`src/rtl/inst_encoder.sv`:
```
`default_nettype none
// inst_encoder: packs decoded RV32I fields into an instruction word, range-checks
// the immediate, and queues {word, error} in a small in-order FIFO.
module inst_encoder #(
    parameter int DEPTH = 2,
    parameter int CNT_W = 16
) (
    input  logic             clk,
    input  logic             rst_n,
    input  logic             in_valid,
    output logic             in_ready,
    input  logic [6:0]       in_opcode,
    input  logic [4:0]       in_rd,
    input  logic [4:0]       in_rs1,
    input  logic [4:0]       in_rs2,
    input  logic [2:0]       in_funct3,
    input  logic [6:0]       in_funct7,
    input  logic [31:0]      in_imm,
    output logic             out_valid,
    input  logic             out_ready,
    output logic [31:0]      out_inst,
    output logic             out_err,
    output logic [CNT_W-1:0] enc_count,
    output logic [CNT_W-1:0] err_count
);
    localparam int AW = (DEPTH > 1) ? $clog2(DEPTH) : 1;
    localparam int OW = $clog2(DEPTH + 1);
    localparam logic [OW-1:0] FULL = OW'(DEPTH);
    localparam logic [AW-1:0] LAST = AW'(DEPTH - 1);
    localparam logic [31:0]   NOP  = 32'h0000_0013;

    typedef enum logic [2:0] {FMT_I, FMT_S, FMT_B, FMT_J, FMT_R, FMT_BAD} fmt_t;

    fmt_t        fmt;
    logic [31:0] packed_inst;
    logic [31:0] enc_inst;
    logic        range_ok;
    logic        enc_err;

    always_comb begin
        case (in_opcode)
            7'b0000011, 7'b0010011, 7'b1100111: fmt = FMT_I;
            7'b0100011:                         fmt = FMT_S;
            7'b1100011:                         fmt = FMT_B;
            7'b1101111:                         fmt = FMT_J;
            7'b0110011:                         fmt = FMT_R;
            default:                            fmt = FMT_BAD;
        endcase
    end

    // Range check: the bits above the format's sign bit must replicate it.
    always_comb begin
        packed_inst = '0;
        range_ok    = 1'b0;
        case (fmt)
            FMT_I: begin
                packed_inst = {in_imm[11:0], in_rs1, in_funct3, in_rd, in_opcode};
                range_ok    = (&in_imm[31:11]) | ~(|in_imm[31:11]);
            end
            FMT_S: begin
                packed_inst = {in_imm[11:5], in_rs2, in_rs1, in_funct3, in_imm[4:0], in_opcode};
                range_ok    = (&in_imm[31:11]) | ~(|in_imm[31:11]);
            end
            FMT_B: begin
                packed_inst = {in_imm[12], in_imm[10:5], in_rs2, in_rs1, in_funct3,
                               in_imm[4:1], in_imm[11], in_opcode};
                range_ok    = ((&in_imm[31:12]) | ~(|in_imm[31:12])) & ~in_imm[0];
            end
            FMT_J: begin
                packed_inst = {in_imm[20], in_imm[10:1], in_imm[11], in_imm[19:12], in_rd, in_opcode};
                range_ok    = ((&in_imm[31:20]) | ~(|in_imm[31:20])) & ~in_imm[0];
            end
            FMT_R: begin
                packed_inst = {in_funct7, in_rs2, in_rs1, in_funct3, in_rd, in_opcode};
                range_ok    = 1'b1;
            end
            default: begin
                packed_inst = '0;
                range_ok    = 1'b0;
            end
        endcase
        enc_err  = ~range_ok;
        enc_inst = enc_err ? NOP : packed_inst;
    end

    logic [31:0]   mem_inst [DEPTH];
    logic          mem_err  [DEPTH];
    logic [AW-1:0] wr_ptr;
    logic [AW-1:0] rd_ptr;
    logic [OW-1:0] occ;
    logic [31:0]   last_inst;
    logic          last_err;
    logic          push;
    logic          pop;

    assign in_ready  = rst_n && (occ < FULL);
    assign out_valid = (occ != '0);
    assign push      = in_valid && in_ready;
    assign pop       = out_valid && out_ready;
    // An empty FIFO keeps presenting the most recently popped entry.
    assign out_inst  = out_valid ? mem_inst[rd_ptr] : last_inst;
    assign out_err   = out_valid ? mem_err[rd_ptr]  : last_err;

    always_ff @(posedge clk) begin
        if (push) begin
            mem_inst[wr_ptr] <= enc_inst;
            mem_err[wr_ptr]  <= enc_err;
        end
    end

    always_ff @(posedge clk or negedge rst_n) begin
        if (!rst_n) begin
            wr_ptr    <= '0;
            rd_ptr    <= '0;
            occ       <= '0;
            last_inst <= '0;
            last_err  <= 1'b0;
            enc_count <= '0;
            err_count <= '0;
        end else begin
            if (push) begin
                wr_ptr <= (wr_ptr == LAST) ? '0 : wr_ptr + 1'b1;
                if (enc_count != '1)
                    enc_count <= enc_count + 1'b1;
                if (enc_err && (err_count != '1))
                    err_count <= err_count + 1'b1;
            end
            if (pop) begin
                rd_ptr    <= (rd_ptr == LAST) ? '0 : rd_ptr + 1'b1;
                last_inst <= mem_inst[rd_ptr];
                last_err  <= mem_err[rd_ptr];
            end
            case ({push, pop})
                2'b10:   occ <= occ + 1'b1;
                2'b01:   occ <= occ - 1'b1;
                default: occ <= occ;
            endcase
        end
    end
endmodule
`default_nettype wire

```
`config.mk`:
```
export PLATFORM = sky130hd
export DESIGN_NAME = inst_encoder
export DESIGN_NICKNAME = d
export VERILOG_FILES = /design/src/rtl/inst_encoder.sv
export SDC_FILE = /design/constraint.sdc
export NUM_CORES = 1
export LEC_CHECK = 0
export ABC_AREA = 1
export CAP_MARGIN = 20
export CORE_ASPECT_RATIO = 0.7
export CORE_MARGIN = 5
export CORE_UTILIZATION = 40
export CTS_CLUSTER_DIAMETER = 120
export DETAILED_ROUTE_END_ITERATION = 10
export PLACE_DENSITY = 0.75
export SYNTH_ARGS = -nofsm -noshare
export SYNTH_HDL_FRONTEND = slang
export SYNTH_SLANG_ARGS = --single-unit
```
`constraint.sdc`:
```
create_clock -name clk -period 6.35 [get_ports clk]
set_input_delay 0.9525 -clock clk [delete_from_list [all_inputs] [get_ports clk]]
set_output_delay 0.9525 -clock clk [all_outputs]
set_load 0.02 [all_outputs]
```
==> flow_summary.yaml <==
setup_path:
  crit_path_end_kind: "primary output"
  r2r_end: "occ[1]"
  r2r_start: "occ[0]"
  critPathMaxStageDelay_ns: 0.68
  cp_max_fo: 48
  crit_required_ns: 5.40
  path_depth: 5
  worst-path-buf-inv: 3
  arrival_ns: 2.97
  rr_worst_depth: 9
  reg2reg_slack_ns: 3.36
  crit_chain: "nor2_1, clkinv_1, buf_4, o21ai_0, clkdlybuf4s50_1"
  critPathKind: "reg -> out"
  endpoint: "out_inst[22]"
  crit_family: "buffers and inverters"
  crit_path_start: "occ[0]"
  slowest_stage: "clkdlybuf4s50_1"
  start_kind: "flop"
logic_synthesis:
  synthAdderAreaFrac: 0.00534
  ys.flop_type: "dfrtp_1"
  synth_cell_types: 41
  seq_area_frac_synth: 0.527
  synthXorXnorAreaFrac: 0.0411
  synthMuxAreaShare: 0.00160
  ys_ff_latch: 135
  syn-cell-area_um2: 7040
  async_flop_share: 0.511
  netlist.area_leader.share: 0.282
  synth_simple_gate_area_frac: 0.265
  synth_top_family_by_area: "simple AND/OR/NAND/NOR gates"
  syn_area_per_cell_um2: 8.47
  synth_compound_area_frac: 0.0960
  synth-edff-count: 66
  synth.largest_area_cell: "edfxtp_1"
  yosysWarnings: 0
  synth_cells: 831
  yosys-top-cells-area: "edfxtp_1 (28%), dfrtp_1 (25%), nand2_1 (16%)"
routing:
  via_per_inst: 4.80
  drc: 0
  antenna_left: 0
  drt_first_pass_iters: 5
  wirelength_um: 17600
  drt_iter0_markers: 556
  routedWlPerCell_um: 14.6
  vias: 5779
global_route:
  grt_util_all_layers: 0.179
  grt_pass1_vias: 5590
  grt_pass1_wl_um: 29000
  antenna_found_initial: 0
  overflow: 0
  grt_max_degree: 70
floorplanning:
  core.rowCount: 40
  die_area_um2: 20400
  die_y_um: 121
  die_w_um: 169
  start_util: 0.409
  ios: 135
  fp.coreArea_um2: 17200
cells_and_area:
  layout_common_cells: "nand2_1 (296), clkdlybuf4s50_1 (133), o21ai_0 (83)"
  final_common_cell: "nand2_1"
  fin_cells: 1204
  syn_to_final_growth_pct: 30.2
  drive_gt1_frac: 0.0894
  n_fill_cell: 1618
  layout.nets: 1031
  diodes: 0
power:
  powerDensity_nw_per_um2: 374
  ir_drop_mv: 0.182
  p_leak_uw: 0.00379
clock_network:
  htree_levels: 4
  clk_latency_ns: 0.42
  clock_path_buffers: 2
  ctsHoldBuffers: 0
  cts_root_buf: "clkbuf_16"
  cts_resized: 0
  clock_sinks: 135
  cts_setup_buffers: 0
  cts_tree: "done"
  clkTransAtPathRegs_ns: 0.06
  cts-buffers-inserted: 17
place:
  port_buffers: 134
  gp_congestion: 0.889
  dpl.cell_count: 1171
  dp_hpwl_um: 12900
status:
  outcome: "finished, final reports clean"
sta:
  skew_ns: 0.0108
  worst_pin_slew_ns: 0.989
  hold_viol_final: 0
  report.final.slew_viol_count: 0
  slew_headroom: 0.339
  timing.setup.tns_ns: 0
  grt_setup_unrepaired: "no"
  fin_crit_ns: 3.92
  setup_viol_count_final: 0
  fmax_ghz: 0.255
  period_share: 0.618
flow_run:
  drv_cap: 0
hold_path:
  hold_class: "reg -> reg"
cells in the mapped netlist (6+ instances only):
cell and instances:
nand3_1 22, clkbuf_1 23, nor3_1 6, dfrtp_1 69
a21oi_2 25, inv_1 65, edfxtp_1 66, nor2_1 61
nand2b_1 6, o21ai_0 83, nand4_1 26, xor2_1 22
xnor2_1 11, nand2_1 296
flip-flops by register name, summed over array words and instances (netlist names):
register   cells
wr_ptr         1
occ            2
last_err       1
enc_count     16
mem_inst      64
err_count     16
last_inst     32
mem_err        2
rd_ptr         1
power by group:
group	leakage (uW)	total [uW]	internal, uW	switching (uW)
clock network	0.000287	936	571	365
registers	0.00155	1190	1100	89.3
logic	0.00196	1300	508	791
total	0.00379	3430	2180	1240
cells by family (layout without fill, tap and decap cells):
kind of cell | after synthesis | after routing
other | 1 | 4
adders and majority gates | 3 | 3
DFF | 135 | 135
muxes | 1 | 1
buffers and inverters | 107 | 246
and+or+nand+nor | 438 | 438
AOI/OAI and AO/OA | 113 | 113
xor gates and xnor gates | 33 | 33
through the flow:
stage	cell area [um^2]	setup WS, ns	util	hold slack [ns]	power [uW]
3_3_place_gp	8570	2.54	0.498	0.494	2470
5_1_grt	9160	2.24	0.532	0.524	3660
3_5_place_dp	8570	2.47	0.498	0.505	2500
4_1_cts	9130	2.19	0.530	0.517	3450
2_1_floorplan	7050	3.01	-	0.469	1930
6_report	9160	2.43	0.532	0.513	3430
area by class of cell:
type | count | area (um^2) | share of cell area
clock buffer | 21 | 472 | 0.0515
clock inverter | 11 | 95.1 | 0.0104
inverter | 74 | 279 | 0.0305
multi-input combinational | 592 | 2920 | 0.318
sequential | 135 | 3710 | 0.405
tap | 231 | 289 | 0.0316
timing repair buffer | 140 | 1400 | 0.153
worst reg2reg max path, cell delays in order, from the launching register on:
cell and delay [ns]:
dfrtp_1 0.41, nor2_1 0.12, clkinv_1 0.48, buf_4 0.48, nand2_1 0.17, inv_1 0.37, ha_1 0.48, a21oi_1 0.13
o21ai_0 0.11, xnor2_1 0.13
layer usage:
layer	vias to the layer above	track usage	share of wire
li1	2964	-	-
met4	0	0.0532	0.0087
met1	2616	0.264	0.50
met5	-	0	0
met2	185	0.249	0.41
met3	14	0.0612	0.083
worst min-delay path by stage:
stage / cells past startpoint / from / slack (ns) / end
after floorplan: 1 / occ[1] / 0.47 / occ[1]
after global placement: 1 / enc_count[14] / 0.49 / enc_count[14]
after detailed placement: 1 / enc_count[14] / 0.50 / enc_count[14]
after CTS: 1 / enc_count[14] / 0.52 / enc_count[14]
after global routing: 1 / enc_count[14] / 0.52 / enc_count[14]
final: 1 / occ[1] / 0.51 / occ[1]
Note: power is estimated with default switching activity, not from simulation.
